===== src/rtl/seg_scan_ctrl.sv =====
// Four-digit multiplexed seven-segment scan controller with double-buffered
// display data, leading-zero blanking and a frame-boundary pulse.
module seg_scan_ctrl #(
  parameter int unsigned DIV = 1000
) (
  input  logic        clk,
  input  logic        rst,
  input  logic        en,
  input  logic        load,
  input  logic [15:0] data,
  input  logic        lz_blank,
  output logic        ready,
  output logic [3:0]  dig_code,
  output logic [3:0]  dig_en,
  output logic        frame_done
);

  typedef enum logic {IDLE, SCAN} state_t;

  localparam logic [15:0] PRESC_MAX = 16'(DIV - 1);

  state_t      state_q, state_d;
  logic [15:0] presc_q, presc_d;
  logic [1:0]  idx_q, idx_d;
  logic [15:0] active_q, active_d;
  logic [15:0] pending_q, pending_d;
  logic        pvld_q, pvld_d;
  logic        wrap_seen_q, wrap_seen_d;
  logic [3:0]  dig_en_q, dig_en_d;
  logic [3:0]  dig_code_q, dig_code_d;
  logic        frame_done_q, frame_done_d;

  logic        scanning, slot_end, wrap, blank;
  logic [15:0] upper;

  always_ff @(posedge clk or posedge rst) begin
    if (rst) begin
      state_q      <= IDLE;
      presc_q      <= '0;
      idx_q        <= '0;
      active_q     <= '0;
      pending_q    <= '0;
      pvld_q       <= 1'b0;
      wrap_seen_q  <= 1'b0;
      dig_en_q     <= '0;
      dig_code_q   <= '0;
      frame_done_q <= 1'b0;
    end else begin
      state_q      <= state_d;
      presc_q      <= presc_d;
      idx_q        <= idx_d;
      active_q     <= active_d;
      pending_q    <= pending_d;
      pvld_q       <= pvld_d;
      wrap_seen_q  <= wrap_seen_d;
      dig_en_q     <= dig_en_d;
      dig_code_q   <= dig_code_d;
      frame_done_q <= frame_done_d;
    end
  end

  always_comb begin
    state_d      = en ? SCAN : IDLE;
    presc_d      = '0;
    idx_d        = '0;
    active_d     = active_q;
    pending_d    = pending_q;
    pvld_d       = pvld_q;
    wrap_seen_d  = 1'b0;
    dig_en_d     = '0;
    dig_code_d   = '0;
    frame_done_d = 1'b0;

    // Dropping en inside SCAN darkens the display on the very next edge.
    scanning = (state_q == SCAN) && en;
    slot_end = scanning && (presc_q == PRESC_MAX);
    wrap     = slot_end && (idx_q == 2'd3);
    upper    = active_q >> {idx_q, 2'b00};
    blank    = lz_blank && (idx_q != 2'd0) && (upper == 16'd0);

    if (scanning) begin
      presc_d      = slot_end ? 16'd0 : presc_q + 16'd1;
      idx_d        = slot_end ? idx_q + 2'd1 : idx_q;
      wrap_seen_d  = wrap_seen_q | wrap;
      dig_code_d   = upper[3:0];
      dig_en_d     = blank ? 4'b0000 : (4'b0001 << idx_q);
      frame_done_d = wrap_seen_q && (idx_q == 2'd0) && (presc_q == 16'd0);
    end

    // Frame-atomic update: swap only at the 3->0 wrap while scanning.
    if (pvld_q && ((state_q == IDLE) || wrap)) begin
      active_d = pending_q;
      pvld_d   = 1'b0;
    end

    if (load && !pvld_q) begin
      pending_d = data;
      pvld_d    = 1'b1;
    end
  end

  assign ready      = ~pvld_q;
  assign dig_en     = dig_en_q;
  assign dig_code   = dig_code_q;
  assign frame_done = frame_done_q;

endmodule


===== config.mk =====
export PLATFORM = sky130hd
export DESIGN_NAME = seg_scan_ctrl
export DESIGN_NICKNAME = d
export VERILOG_FILES = /design/src/rtl/seg_scan_ctrl.sv
export SDC_FILE = /design/constraint.sdc
export NUM_CORES = 1
export LEC_CHECK = 0
export BUFFER_PORTS_ARGS = -buffer_cell sky130_fd_sc_hd__buf_2
export CAP_MARGIN = 30
export CORE_MARGIN = 5
export CORE_UTILIZATION = 48
export DETAILED_ROUTE_END_ITERATION = 16
export GPL_ROUTABILITY_DRIVEN = 0
export PLACE_DENSITY = 0.79
export SLEW_MARGIN = 25
export SYNTH_ARGS = -nofsm -noshare
export SYNTH_HDL_FRONTEND = slang
export SYNTH_SLANG_ARGS = --single-unit

===== constraint.sdc =====
create_clock -name clk -period 4.68 [get_ports clk]
set_input_delay 0.468 -clock clk [delete_from_list [all_inputs] [get_ports clk]]
set_output_delay 0.468 -clock clk [all_outputs]
set_load 0.05 [all_outputs]

=== After elaboration in Yosys (flattened, before gate mapping) ===
Cells that the tools add are included.

* Register bits after elaboration: 62
* Input bits: 21
* Output and inout port bits: 10

* Add/sub/neg operators: 2
* Equality and inequality tests: 3
* Shifts and indexed selects: 2
* Muxes and demuxes: 12
* Bitwise gates (word level): 3
* Reduce and logical (&&, ||, !) cells: 16

{| class="wikitable"
|+ Operator list
! kind !! number
|-
| $logic_not 16->1 || 2
|-
| $mux 16 || 2
|-
| $add 16x1->16 const B || 1
|-
| $eq 16x10->1 const B || 1
|-
| $shr 16x4->16 || 1
|-
| $mux 4 || 3
|-
| $logic_and 1x1->1 || 9
|-
| $mux 1 || 5
|-
| $mux 2 || 2
|-
| $reduce_bool 2->1 || 2
|-
| $shl 1x2->4 const A || 1
|-
| $add 2x1->2 const B || 1
|-
| $eq 2x2->1 const B || 1
|-
| $logic_not 2->1 || 1
|-
| $ne 2x1->1 const B || 1
|-
| $not 1->1 || 2
|-
| $logic_not 1->1 || 1
|-
| $logic_or 1x1->1 || 1
|-
| $or 1x1->1 || 1
|}

=== Depth between registers and ports, before layout ===
Gate-level depths: netlist of the first run.

* Word-level depth: 7
* Mapped depth: 8

=== Worst setup path after synthesis of the first run ===
No wires, ideal clock.

* Path type: reg2reg
* From: register presc_q[0]
* To: register active_q[0]
* Arrival: 1854 ps
* Data required time: 4555 ps
* Slack: 2701 ps
* Cell stages (with the launch flop): 9
* Buffers on the path: 3
* Period minus slack after synthesis: 1979 ps
* Cells stage by stage: dfrtp_1 ha_1 and4_4 and4_4 buf_6 a41o_1 buf_6 buf_12 mux2_4

* Longest elaborated chain between the ends: 5

{| class="wikitable"
|+ RTL lines
! what !! RTL line !! text
|-
| start: declaration || 23 || <nowiki>logic [15:0] presc_q, presc_d;</nowiki>
|-
| start signal: assignment || 50 || <nowiki>presc_q <= presc_d;</nowiki>
|-
| $eq 16x10->1 || 76 || <nowiki>slot_end = scanning && (presc_q == PRESC_MAX);</nowiki>
|-
| $logic_and 1x1->1 || 76 ||
|-
| $logic_and 1x1->1 || 77 || <nowiki>wrap = slot_end && (idx_q == 2'd3);</nowiki>
|-
| $logic_or 1x1->1 || 91 || <nowiki>if (pvld_q && ((state_q == IDLE) || wrap)) begin</nowiki>
|-
| $logic_and 1x1->1 || 91 ||
|-
| end signal: assignment || 52 || <nowiki>active_q <= active_d;</nowiki>
|-
| end: declaration || 25 || <nowiki>logic [15:0] active_q, active_d;</nowiki>
|}

Every way passes these cells.
A chain may end at the register's enable or synchronous reset.

=== Worst setup path in the final report of the first run ===
* From: register presc_q[0]
* To: register active_q[11]

Same word-level chain as after synthesis.

==> results of run 1 <==
-- cell families after synthesis --
family / after synthesis
buffers and inverters: 16
xor gates and xnor gates: 12
DFF: 62
muxes: 37
adders and majority gates: 6
and+or+nand+nor: 68
AOI/OAI and AO/OA: 13
-- Yosys cell counts (2+ instances only) --
library cell  count  share of area
mux4_2            4          0.032
inv_1             8          0.011
mux2_1            6          0.024
nand3_1           5         0.0089
mux2_2           16          0.064
buf_2             2         0.0036
nor4_2            2         0.0089
clkbuf_1          3         0.0040
and4_4            2         0.0080
dfrtp_1          62           0.55
mux2_4           10          0.053
ha_1              6          0.027
xnor2_1           5          0.016
nor3b_1           3         0.0080
a21oi_1           4         0.0071
nor2_1           19          0.025
buf_6             2         0.0080
or2_1             2         0.0045
nor4_1            5          0.011
or4_1             3         0.0080
and4_1            3         0.0094
xor2_1            7          0.022
o31ai_1           3         0.0080
o211ai_1          2         0.0053
nand2_1          10          0.013
and2_1            6          0.013
nand4_1           2         0.0045
and3_1            2         0.0045
-- registers in the layout (all words and copies together) (netlist names) --
register and count:
active_q 16, pending_q 16, presc_q 16, dig_code 4, dig_en 4, idx_q 2
frame_done 1, pvld_q 1, state_q 1, wrap_seen_q 1
-- final cells by class --
cell class	instances	area, sq um	share of cell area
repair buffers	32	165	0.0516
clock inverters	3	43.8	0.0137
well taps	72	90.1	0.0281
clock buffers	12	155	0.0485
inverters	8	30.0	0.00938
multi-input cells	136	1160	0.364
flip-flops and latches	62	1550	0.485
-- critical path, stage by stage, from the launching register on --
cell	delay, ns
dfrtp_1	0.39
ha_1	0.24
and4_4	0.21
and4_4	0.27
a41o_1	0.77
mux2_1	0.39
-- path summary, 6_finish.rpt --
path / start / endpoint / cells after the start
setup / recovery: presc_q[0] / active_q[11] / 5
hold / removal: en / state_q / 1
setup reg to reg: presc_q[0] / active_q[11] / 5
hold reg to reg: presc_q[0] / presc_q[0] / 1
max in group asynchronous: rst / idx_q[0] / 3
min in group asynchronous: rst / presc_q[15] / 3
-- routing by layer --
layer	wire length, um	track usage
met1	2340	0.200
met3	274	0.0361
met4	89	0.0963
met5	0	0
met2	2390	0.243
-- power breakdown --
group / internal [uW] / switching [uW]
clock network: 272 / 193
logic: 131 / 89.2
registers: 635 / 77.8
total: 1040 / 360
-- metrics by stage --
step,power (uW),cells
2_1_floorplan,880,214
3_3_place_gp,928,310
3_5_place_dp,943,310
4_1_cts,1410,325
5_1_grt,1470,325
6_report,1400,325
==> results.sh, run 1 <==
export IMPL_num_vias=1743
export IMPL_grt_pass1_vias=1843
export IMPL_grt_overflow_total=0
export IMPL_cp_max_fo=16
export IMPL_cp_required_ns=4.90
export IMPL_grt_max_degree=63
export IMPL_synthDistinctLibCells=38
export IMPL_power_leakage_uw=0.00143
export IMPL_hold_class="in2reg"
export IMPL_grt_pass1_wl_um=8870
export IMPL_status="finished, final reports clean"
export IMPL_clock_latency_ns=0.34
export IMPL_htreeDepth=3
export IMPL_arrival_ns=2.61
export IMPL_fin_nets=276
export IMPL_antennaDiodeCount=0
export IMPL_power_density_mw_per_mm2=437
export IMPL_min_period_ns=2.39
export IMPL_ys_ff_latch=62
export IMPL_grt_use_total=0.157
export IMPL_coreArea_sq_mm=0.00561
export IMPL_firstDrtPassIters=4
export IMPL_synth_seq_area_share=0.552
export IMPL_synth_nets=241
export IMPL_ir_drop_v=0.000196
export IMPL_dieArea_sq_mm=0.00748
export IMPL_pin_count=31
export IMPL_rsz0062_at_grt="false"
export IMPL_synth_top_family_by_area="multiplexers"
export IMPL_start_util=0.501
export IMPL_finalHoldViolations=0
export IMPL_ant_nets=0
export IMPL_final_common_cell="dfrtp_1"
export IMPL_worst_setup_path_start_kind="register"
export IMPL_drv_slew=0
export IMPL_clock_fmax_mhz=419
export IMPL_synthSimpleGateAreaFrac=0.138
export IMPL_areaGrowthSynthToFinish_pct=13.9
export IMPL_finalSetupViolations=0
export IMPL_n_fill_cell=479
export IMPL_whs_ns=0.299
export IMPL_final_cell_mix="dfrtp_1, buf_2, nor2_1, mux2_2, clkbuf_8"
export IMPL_synth_mux_area_frac=0.177
export IMPL_tightest_slew_ns=0.874
export IMPL_die_h_um=86.5
export IMPL_cts_buffer_depth=2
export IMPL_synth_cells=214
export IMPL_fin_ws_ns=2.29
export IMPL_drcViolationCount=0
export IMPL_slew_headroom=0.418
export IMPL_synth_xor_area_share=0.0374
export IMPL_dp_hpwl_um=3470
export IMPL_post_cts_setup_buffers=0
export IMPL_std_cell_rows=27
export IMPL_clk_transition_reported_paths_ns=0.07
export IMPL_maxCapViolCount=0
export IMPL_fin_util=0.571
export IMPL_stdcell_area_sq_mm=0.00320
export IMPL_end_kind="register"
export IMPL_finClkSkew_ns=0.00880
export IMPL_reg2reg_slack_ns=2.29
export IMPL_clockRootBuffer="clkbuf_8"
export IMPL_cts_resized_gates=0
export IMPL_layout_drive_gt1_share=0.328
export IMPL_drt_iter0_markers=137
export IMPL_ys_flop_type="dfrtp_1"
export IMPL_place_area_sq_mm=0.00300
export IMPL_port_buffer_count=30
export IMPL_numCtsBuffers=9
export IMPL_die_width_um=86.5
export IMPL_postSynth_asyncResetShare=1.00
export IMPL_fin_tns_setup_ns=0
export IMPL_wl_per_cell_um=15.7
export IMPL_wirelength_um=5090
export IMPL_viasPerCell=5.36
export IMPL_syn_avg_cell_area_sq_um=13.1
export IMPL_holdBufCountCts=0
export IMPL_yosys_area_share_adder=0.0267
export IMPL_synth_warnings=0
export IMPL_crit_type="reg2reg"
export IMPL_synth_edff_count=0
export IMPL_synth_compound_area_frac=0.0356
export IMPL_finalCritPeriodShare=0.510
export IMPL_cts_tree="yes"
export IMPL_antenna_found_initial=0
export IMPL_clkSinkCount=62
export IMPL_dpl_worst_slack_ns=2.30
export IMPL_synth_area_sq_mm=0.00281
Power figures use the tool's default switching activity.
==> inputs of run 2 (changes only) <==
- clock period: 4.68 -> 2.5 ns (I/O delays scaled with it)
==> run 2 against run 1 <==
  * Count of clock-buffer cells in the layout is 3 lower
  * Clock skew is 0.0012 ns lower
  * Sequential share of layout area decreased by 0.45 points
  * Setup slack worse by 1.8 ns
  * Global-route usage fell by 0.25 points
  * First-iteration DRC count fell by 13%
  * Sequential power grew 87%
  * Critical endpoint is now dig_en[2]
==> results.sh, run 2 (synthesis gave the netlist of run 1 again) <==
export IMPL_status="finished, final reports clean"
export IMPL_std_cell_rows=27
export IMPL_end_kind="register"
export IMPL_wirelength_um=4960
export IMPL_grt_pass1_vias=1843
export IMPL_die_h_um=86.5
export IMPL_grt_overflow_total=0
export IMPL_clockRootBuffer="clkbuf_8"
export IMPL_hold_class="in2reg"
export IMPL_startpoint="idx_q[0]"
export IMPL_viasPerCell=5.33
export IMPL_min_from="en"
export IMPL_areaGrowthSynthToFinish_pct=15.0
export IMPL_clk_transition_reported_paths_ns=0.07
export IMPL_post_cts_setup_buffers=0
export IMPL_port_buffer_count=30
export IMPL_reg2reg_slack_ns=0.46
export IMPL_final_common_cell="dfrtp_1"
export IMPL_fin_total_pwr_uw=2720
export IMPL_finalCritPeriodShare=0.814
export IMPL_grt_use_total=0.154
export IMPL_coreArea_sq_mm=0.00561
export IMPL_clkSinkCount=62
export IMPL_dp_hpwl_um=3460
export IMPL_rsz0062_at_grt="false"
export IMPL_grt_pass1_wl_um=8830
export IMPL_finClkSkew_ns=0.00763
export IMPL_arrival_ns=2.24
export IMPL_grt_max_degree=63
export IMPL_die_width_um=86.5
export IMPL_drt_iter0_markers=119
export IMPL_power_leakage_uw=0.00143
export IMPL_clock_fmax_mhz=491
export IMPL_dpl_worst_slack_ns=0.477
export IMPL_cp_required_ns=2.70
export IMPL_start_util=0.501
export IMPL_maxCapViolCount=0
export IMPL_ir_drop_v=0.000515
export IMPL_numCtsBuffers=9
export IMPL_fin_tns_setup_ns=0
export IMPL_min_period_ns=2.04
export IMPL_antenna_found_initial=0
export IMPL_multiInputGateArea_sq_mm=0.00116
export IMPL_n_fill_cell=469
export IMPL_fin_nets=277
export IMPL_dieArea_sq_mm=0.00748
export IMPL_cts_buffer_depth=2
export IMPL_drv_slew=0
export IMPL_finalHoldViolations=0
export IMPL_whs_path_depth=1
export IMPL_rr_startpoint="idx_q[0]"
export IMPL_cts_tree="yes"
export IMPL_fin_ws_ns=0.464
export IMPL_htreeDepth=3
export IMPL_holdBufCountCts=0
export IMPL_pin_count=31
export IMPL_cts_resized_gates=0
export IMPL_reg_top3="active_q x16, pending_q x16, presc_q x16"
export IMPL_wl_per_cell_um=15.2
export IMPL_clock_latency_ns=0.34
export IMPL_drcViolationCount=0
export IMPL_worst_setup_path_start_kind="register"
export IMPL_finalSetupViolations=0
export IMPL_antennaDiodeCount=0
export IMPL_crit_type="reg2reg"
export IMPL_layout_drive_gt1_share=0.337
export IMPL_cp_max_fo=11
export IMPL_ant_nets=0
export IMPL_firstDrtPassIters=5
export IMPL_slew_headroom=0.509
export IMPL_r2r_cells=4
export IMPL_final_cell_mix="dfrtp_1, buf_2, nor2_1, mux2_2"
export IMPL_num_vias=1742
export IMPL_seqCellArea_sq_mm=0.00155
export IMPL_tightest_slew_ns=0.737
export IMPL_power_density_mw_per_mm2=841
run 2: cell types whose count changed in the layout (fill, tap and decap cells not counted):
cell / delta
buf_4: +1
bufinv_16: +1
clkbuf_1: -1
clkbuf_8: -2
clkinvlp_4: +2
inv_6: +1
run 2: final cells by class:
cell class / instances / share of cell area
repair buffers: 33 / 0.0534
well taps: 72 / 0.0279
clock buffers: 9 / 0.0383
multi-input cells: 136 / 0.361
flip-flops and latches: 62 / 0.480
inverters: 8 / 0.00930
clock inverters: 7 / 0.0302
run 2: power breakdown:
part / leakage, uW / switching, uW / internal, uW / total (uW)
Sequential: 0.000785 / 144 / 1190 / 1330
Clock: 0.000106 / 405 / 564 / 969
Combinational: 0.000544 / 169 / 246 / 416
run 2: metrics by stage:
step | hold WS [ns] | instance area (sq um) | instances | util
final | 0.0692 | 3230 | 327 | 0.576
after global placement | 0.422 | 3010 | 311 | 0.537
after detailed placement | 0.421 | 3010 | 311 | 0.537
after floorplan | 0.281 | 2810 | 214 | -
after CTS | 0.0557 | 3230 | 327 | 0.576
after global routing | 0.0613 | 3230 | 327 | 0.576
run 2: worst paths after layout:
kind	to
hold / removal	state_q
min in group asynchronous	dig_en[3]
setup reg to reg	dig_en[2]
setup / recovery	dig_en[2]
hold reg to reg	presc_q[0]
max in group asynchronous	pending_q[13]
run 2: per-layer routing:
layer,wire (um),global-route usage,share of wire,vias up
met5,0,0,0,-
li1,-,-,-,828
met2,2300,0.227,0.46,33
met4,94,0.0977,0.019,0
met3,243,0.0285,0.049,11
met1,2330,0.210,0.47,870
run 2: worst max-delay path, stage by stage, from the launching register on:
cell and delay (ns):
dfrtp_1 0.62, mux4_2 0.58, or2_1 0.25, a2111oi_2 0.34, nor3b_1 0.11
==> inputs of run 3 (changes only) <==
- ABC_AREA: unset -> 1
- PLACE_DENSITY: 0.79 -> 0.82
- clock period: 2.5 -> 1.85 ns (I/O delays scaled with it)
==> run 3 against run 2 <==
  * Maximum frequency rose by 24%
  * Final cell count up 37%
  * Cell area up 6.0%
  * Clock skew is 0.0014 ns higher
  * Wire length rose by 15%
  * Count of clock-buffer cells in the layout grew 2
  * Synthesized cell count rose by 54%
  * Sequential share of layout area is 2.7 points lower
  * Register-to-register slack got worse by 0.25 ns
  * Worst hold slack got worse by 0.019 ns
  * Critical path depth is 6 higher
  * Via count increased by 34%
  * Critical path type unchanged
==> results.sh, run 3 <==
export IMPL_status="finished, final reports clean"
export IMPL_ys_ff_latch=62
export IMPL_ant_nets=0
export IMPL_synth_edff_count=0
export IMPL_tightest_slew_ns=0.381
export IMPL_cp_required_ns=2.09
export IMPL_slew_headroom=0.746
export IMPL_std_cell_rows=28
export IMPL_crit_type="reg2reg"
export IMPL_place_area_sq_mm=0.00315
export IMPL_antennaDiodeCount=0
export IMPL_arrival_ns=1.88
export IMPL_firstDrtPassIters=5
export IMPL_end_kind="register"
export IMPL_drcViolationCount=0
export IMPL_hold_class="in2reg"
export IMPL_fin_util=0.578
export IMPL_port_buffer_count=30
export IMPL_holdBufCountCts=2
export IMPL_clockRootBuffer="clkbuf_8"
export IMPL_die_h_um=87.9
export IMPL_finClkSkew_ns=0.00899
export IMPL_wirelength_um=5720
export IMPL_path_cells="ha_1, nand2_2, inv_2, nand2_2, nor2_4, nand3_2, nand2_4, nand2_4, nand2_1, nand2_1"
export IMPL_synth_seq_area_share=0.532
export IMPL_synth_nets=356
export IMPL_cpPeakStageDelay_ns=0.38
export IMPL_rsz0062_at_grt="false"
export IMPL_pin_count=31
export IMPL_stdcell_area_sq_mm=0.00342
export IMPL_seqCellArea_sq_mm=0.00155
export IMPL_reg_top3="active_q x16, pending_q x16, presc_q x16"
export IMPL_place_inst=431
export IMPL_postSynth_asyncResetShare=1.00
export IMPL_cts_resized_gates=0
export IMPL_synth_most_common_cell="nand2_1"
export IMPL_multiInputGateArea_sq_mm=0.00121
export IMPL_ir_drop_v=0.000765
export IMPL_reg2reg_slack_ns=0.21
export IMPL_fin_nets=396
export IMPL_cp_top_family="simple AND/OR/NAND/NOR gates"
export IMPL_rr_startpoint="presc_q[0]"
export IMPL_synth_commonest_cells="nand2_1, dfrtp_1, nor2_1"
export IMPL_min_period_ns=1.64
export IMPL_finalNonFillerCells=449
export IMPL_final_cell_mix="nand2_1, dfrtp_1, nor2_1, nand3_1, buf_2"
export IMPL_post_cts_setup_buffers=0
export IMPL_grt_pass1_vias=2220
export IMPL_wl_per_cell_um=12.7
export IMPL_crit_slowest_cell="dfrtp_1"
export IMPL_grt_use_total=0.168
export IMPL_fin_tns_setup_ns=0
export IMPL_synth_warnings=0
export IMPL_yosys_top_cells_area="dfrtp_1, nand2_1, nand3_1"
export IMPL_synth_area_sq_mm=0.00292
export IMPL_drt_iter0_markers=124
export IMPL_maxCapViolCount=0
export IMPL_n_fill_cell=510
export IMPL_coreArea_sq_mm=0.00592
export IMPL_worst_setup_path_start_kind="register"
export IMPL_finalCritPeriodShare=0.886
export IMPL_cts_tree="yes"
export IMPL_grt_overflow_total=0
export IMPL_dp_hpwl_um=4140
export IMPL_grt_pass1_wl_um=10000
export IMPL_finalSetupViolations=0
export IMPL_min_from="data[5]"
export IMPL_dieArea_sq_mm=0.00773
export IMPL_r2r_cells=10
export IMPL_power_leakage_uw=0.00166
export IMPL_power_density_mw_per_mm2=1080
export IMPL_ys_flop_type="dfrtp_1"
export IMPL_areaGrowthSynthToFinish_pct=17.4
export IMPL_syn_avg_cell_area_sq_um=8.86
export IMPL_worstHoldEndpoint="pending_q[5]"
export IMPL_antenna_found_initial=0
export IMPL_clkSinkCount=62
export IMPL_synthDistinctLibCells=30
export IMPL_final_common_cell="nand2_1"
export IMPL_htreeDepth=3
export IMPL_finalHoldViolations=0
export IMPL_clock_fmax_mhz=610
export IMPL_synth_area_leader_cell="dfrtp_1"
export IMPL_whs_path_depth=2
export IMPL_drv_slew=0
export IMPL_layout_drive_gt1_share=0.206
export IMPL_cts_buffer_depth=2
export IMPL_clock_latency_ns=0.34
export IMPL_clk_transition_reported_paths_ns=0.07
export IMPL_die_width_um=87.9
export IMPL_num_vias=2329
export IMPL_numCtsBuffers=9
export IMPL_timing_critical_path_buf_inv=1
export IMPL_start_util=0.492
export IMPL_viasPerCell=5.19
export IMPL_synth_top_area_frac=0.532
export IMPL_cp_max_fo=18
export IMPL_regToRegEndpoint="active_q[0]"
export IMPL_synth_cells=329
export IMPL_grt_max_degree=32
[run 3: routing by layer]
layer / vias up / share of wire / GRT usage
met5: - / 0 / 0
met2: 83 / 0.48 / 0.256
met1: 1095 / 0.43 / 0.215
li1: 1140 / - / -
met4: 0 / 0.015 / 0.0725
met3: 11 / 0.071 / 0.0649
[run 3: worst max-delay path by stage]
stage	cells after the start	slack [ns]	endpoint	start
after global placement	10	0.28	active_q[0]	presc_q[0]
after detailed placement	10	0.22	active_q[0]	presc_q[0]
after CTS	10	0.20	active_q[0]	presc_q[0]
after floorplan	1	0.12	active_q[0]	rst
final	10	0.21	active_q[0]	presc_q[0]
after global routing	10	0.06	active_q[12]	presc_q[0]
[run 3: stage by stage]
| step | total power (uW) | setup slack, ns | hold WS (ns) |
|---|---|---|---|
| after floorplan | 2090 | 0.124 | 0.216 |
| after global placement | 2210 | 0.275 | 0.289 |
| after detailed placement | 2240 | 0.222 | 0.293 |
| after CTS | 3740 | 0.204 | 0.0343 |
| after global routing | 3920 | 0.0603 | 0.0370 |
| final | 3700 | 0.210 | 0.0498 |
[run 3: cell type report]
type,count,share of cell area
tap,75,0.0274
timing repair buffer,37,0.0607
inverter,27,0.0296
sequential,62,0.453
multi-input combinational,232,0.354
clock buffer,11,0.0442
clock inverter,5,0.0307
[run 3: cells by family (layout without fill, tap and decap cells)]
family | count (synthesis) | in the layout | share of synthesized area
AO/OA/AOI/OAI | 10 | 10 | 0.0176
XOR/XNOR | 5 | 5 | 0.0150
adder cells (fa/ha/maj) | 6 | 6 | 0.0258
buffers and inverters | 35 | 80 | 0.0519
flip-flops | 62 | 62 | 0.532
multiplexers | 16 | 16 | 0.0618
AND/OR/NAND/NOR | 195 | 195 | 0.296
[run 3: where the power goes]
part	internal (uW)	switching, uW
Clock	968	528
Sequential	1560	136
Combinational	210	299
Total	2740	964
